--- src/rtl/blink_period_meter.sv ---
// blink_period_meter: counts CLOCK_50 cycles between sig_in transitions and flags a stalled line.
// Latency: valid/half_period register two clocks after sig_in is first sampled high/low; output-only strobe, no backpressure.
// Optional min/max interval tracking is compiled in with BLINK_METER_MINMAX_EN.
module blink_period_meter #(
    parameter int CNT_W   = 33,
    parameter int TIMEOUT = 20000
) (
    input  logic             CLOCK_50,
    input  logic             reset,
    input  logic             sig_in,
    output logic             level,
    output logic [CNT_W-1:0] half_period,
    output logic             valid,
    output logic             stalled,
    output logic [CNT_W-1:0] min_period,
    output logic [CNT_W-1:0] max_period
);
    localparam logic [CNT_W-1:0] CNT_LAST = CNT_W'(TIMEOUT - 1);
    localparam logic [CNT_W-1:0] CNT_ONE  = CNT_W'(1);

    logic             s1;
    logic             s2;
    logic             s3;
    logic [CNT_W-1:0] cnt;
    logic             armed;
    logic             toggle;
    logic             timeout;
    logic [CNT_W-1:0] next_period;

    assign toggle      = s2 ^ s3;
    assign timeout     = (cnt == CNT_LAST) && !toggle;
    assign next_period = cnt + CNT_ONE;
    assign level       = s2;

    always_ff @(posedge CLOCK_50) begin
        if (reset) begin
            s1          <= 1'b0;
            s2          <= 1'b0;
            s3          <= 1'b0;
            cnt         <= '0;
            armed       <= 1'b0;
            stalled     <= 1'b0;
            valid       <= 1'b0;
            half_period <= '0;
        end else begin
            s1    <= sig_in;
            s2    <= s1;
            s3    <= s2;
            valid <= 1'b0;
            if (toggle) begin
                // The first edge after reset or a stall has no start point, so it only arms.
                cnt     <= '0;
                armed   <= 1'b1;
                stalled <= 1'b0;
                if (armed) begin
                    half_period <= next_period;
                    valid       <= 1'b1;
                end
            end else if (timeout) begin
                // cnt stays saturated here until the next edge.
                stalled <= 1'b1;
                armed   <= 1'b0;
            end else begin
                cnt <= next_period;
            end
        end
    end

`ifdef BLINK_METER_MINMAX_EN
    logic [CNT_W-1:0] min_q;
    logic [CNT_W-1:0] max_q;

    always_ff @(posedge CLOCK_50) begin
        if (reset) begin
            min_q <= '1;
            max_q <= '0;
        end else if (toggle && armed) begin
            if (next_period < min_q) begin
                min_q <= next_period;
            end
            if (next_period > max_q) begin
                max_q <= next_period;
            end
        end
    end

    assign min_period = min_q;
    assign max_period = max_q;
`else
    assign min_period = '1;
    assign max_period = '0;
`endif

endmodule

--- config.mk ---
export PLATFORM = sky130hd
export DESIGN_NAME = blink_period_meter
export DESIGN_NICKNAME = d
export VERILOG_FILES = /design/src/rtl/blink_period_meter.sv
export SDC_FILE = /design/constraint.sdc
export NUM_CORES = 1
export LEC_CHECK = 0
export ABC_AREA = 1
export BUFFER_PORTS_ARGS = -buffer_cell sky130_fd_sc_hd__buf_2
export CAP_MARGIN = 20
export CORE_UTILIZATION = 55
export CTS_BUF_LIST = sky130_fd_sc_hd__clkbuf_4
export DETAILED_ROUTE_END_ITERATION = 8
export PLACE_DENSITY_LB_ADDON = 0.05
export SLEW_MARGIN = 0
export SYNTH_ARGS = -nofsm -noshare
export SYNTH_HDL_FRONTEND = slang
export SYNTH_SLANG_ARGS = --single-unit
--- constraint.sdc ---
create_clock -name CLOCK_50 -period 1.9 [get_ports CLOCK_50]
set_input_delay 0.19 -clock CLOCK_50 [delete_from_list [all_inputs] [get_ports CLOCK_50]]
set_output_delay 0.19 -clock CLOCK_50 [all_outputs]
set_load 0.01 [all_outputs]
==> reports/results.ini <==
[clock_tree]
cts_buffer_depth = 2
htree_num_levels = 3
ctsResizeCount = 0
path_clk_slew_ns = 0.12
clock_latency_ns = 0.42
cts_buffers = 9
cts.sinks = 72
post-cts-setup-buffers = 0
cts_tree = done
clockRootBuffer = clkbuf_4

[pwr]
power_w = 0.003124
cellPowerDensity_nw_per_um2 = 715.9
vdd_drop_max_uv = 464.7
p_leak_nw = 2.111

[routing]
vias = 3320
drt_iter0_markers = 149
routed_via_density = 4.592
drtPass1Iterations = 4
antenna_left = 0
wl_per_cell_um = 12.06
drcViolationCount = 0
totalWireLength_um = 8717

[floorplanning]
dieWidth_um = 88.13
io_pins = 105
rows = 31
die_y_um = 88.13
initial_utilization = 0.5656
coreArea_um2 = 7214
die_area_um2 = 7767

[job]
drv_cap = 0

[final_layout]
drive_gt1_frac = 0.1346
diodes = 0
post-route-util = 0.6049
nNetsFinal = 624
final_common_cell = nand2_1
layout_common_cells = nand2_1 (123), inv_1 (80), dfxtp_1 (72)
area_delta_synth_final_pct = 6.961

[timing]
finClkSkew_ns = 0.01665
timing.fmax_mhz = 577.0
fin_crit_ns = 1.733
rsz0062_at_grt = no
hold_violations = 0
timing.final.crit_share = 0.9121
setup_tns_ns = 0
final_max_slew_viol_count = 0
setup_viol = 0

[synth]
async_flop_share = 0
yosysWarnings = 0
ys_types = 30
synthesis.instances = 578
synth_seq_area_share = 0.3533
synth_area_um2 = 4080
syn_area_per_cell_um2 = 7.059
synth_seq_cells = 72
synthFlopType = dfxtp_1
synth-edff-count = 0

[placement]
globalplace.congestion = 0.9079
dp_hpwl_um = 6659
portBuffers = 38

[grt]
grt_pass1_wl_um = 13990
grt_max_degree = 43
overflow = 0
first_global_vias = 2986
grt_use_total = 0.2402
antenna_found_initial = 0

[hold_path]
min_path_type = reg2reg

[setup_path]
cp_max_fo = 5
worst_ep_arrival_time_ns = 2.06
cp-start-kind = flop
crit_type = reg2reg
cp.required_ns = 2.23
endpoint_kind = flop

[run_status]
status = completed

[sequential cells by signal, summed over array words and instances, names as in the netlist]
signal	flops
armed	1
cnt	33
half_period	33
level	1
s1	1
s3	1
stalled	1
valid	1
[per-layer routing]
metal	wire, µm	global-route usage	share of wire
met4	158	0.09971	0.018
met1	4027	0.2960	0.46
met5	0	0	0
met2	4265	0.4214	0.49
met3	265	0.03205	0.030
[timing repair]
action                                  in CTS  in global routing
hold buffers                                 2                  0
endpoints found under the hold margin        2                  0
endpoints found under the setup margin       0                  0
[critical path, stage by stage (launching register included)]
cell and delay (ns):
dfxtp_1 0.41, ha_1 0.27, nand3_1 0.21, nor2_1 0.20, inv_1 0.10, nor2_4 0.15, nand2_1 0.07, nand2_1 0.07
nand3_1 0.07, nand2_1 0.06, inv_1 0.03
[cell usage after synthesis (8+ instances only)]
cell type  instances  area [µm²]
a21oi_1           28       140.1
nand2_1          123       461.7
nor2_4             8       90.09
inv_1             80       300.3
o21ai_0           14       70.07
dfxtp_1           72        1441
o21a_1            25       187.7
buf_2              8       40.04
nand3_1           34       170.2
nor2_1            66       247.7
buf_4             66       495.5
nand3b_1           8       60.06
[cell families (layout without fill, tap and decap cells)]
| family | Yosys count | after routing | share of synthesized area |
|---|---|---|---|
| other cells | 2 | 66 | 0.001841 |
| xor+xnor | 13 | 13 | 0.03343 |
| simple gates | 261 | 261 | 0.2944 |
| buf+inv | 159 | 141 | 0.2113 |
| compound gates | 70 | 70 | 0.1027 |
| fa+ha+maj | 1 | 1 | 0.003066 |
| flops | 72 | 72 | 0.3533 |
[stage by stage]
step                      cells  setup WS, ns  hold WS, ns  cell area [µm²]
after floorplan             642        0.4516       0.2612             4320
after global placement      706        0.2924       0.4001             4144
after detailed placement    706        0.1797       0.4037             4144
after CTS                   723        0.1585       0.4224             4364
after global routing        723     0.0007128       0.4630             4364
final                       723        0.1670       0.4150             4364
[path summary, 6_finish.rpt]
check          from         endpoint  slack [ns]  cells past startpoint
min              s1            level        0.42                      2
max          cnt[0]  half_period[30]        0.17                     10
min reg2reg      s1            level        0.42                      2
max reg2reg  cnt[0]  half_period[30]        0.17                     10
[area by class of cell]
class | instances | area, µm²
Inverter | 81 | 304.0
Clock buffer | 9 | 67.56
Timing Repair Buffer | 45 | 272.8
Fill cell | 722 | 2850
Tap cell | 99 | 123.9
Clock inverter | 6 | 132.6
Multi-Input combinational cell | 411 | 2022
Sequential cell | 72 | 1441
[power breakdown]
group | total [W] | switching (W) | internal [W]
Sequential | 0.00155 | 0.0000158 | 0.00154
Clock | 0.00135 | 0.000563 | 0.000790
Combinational | 0.000218 | 0.000155 | 0.0000629
Note: power is estimated with default switching activity, not from simulation.
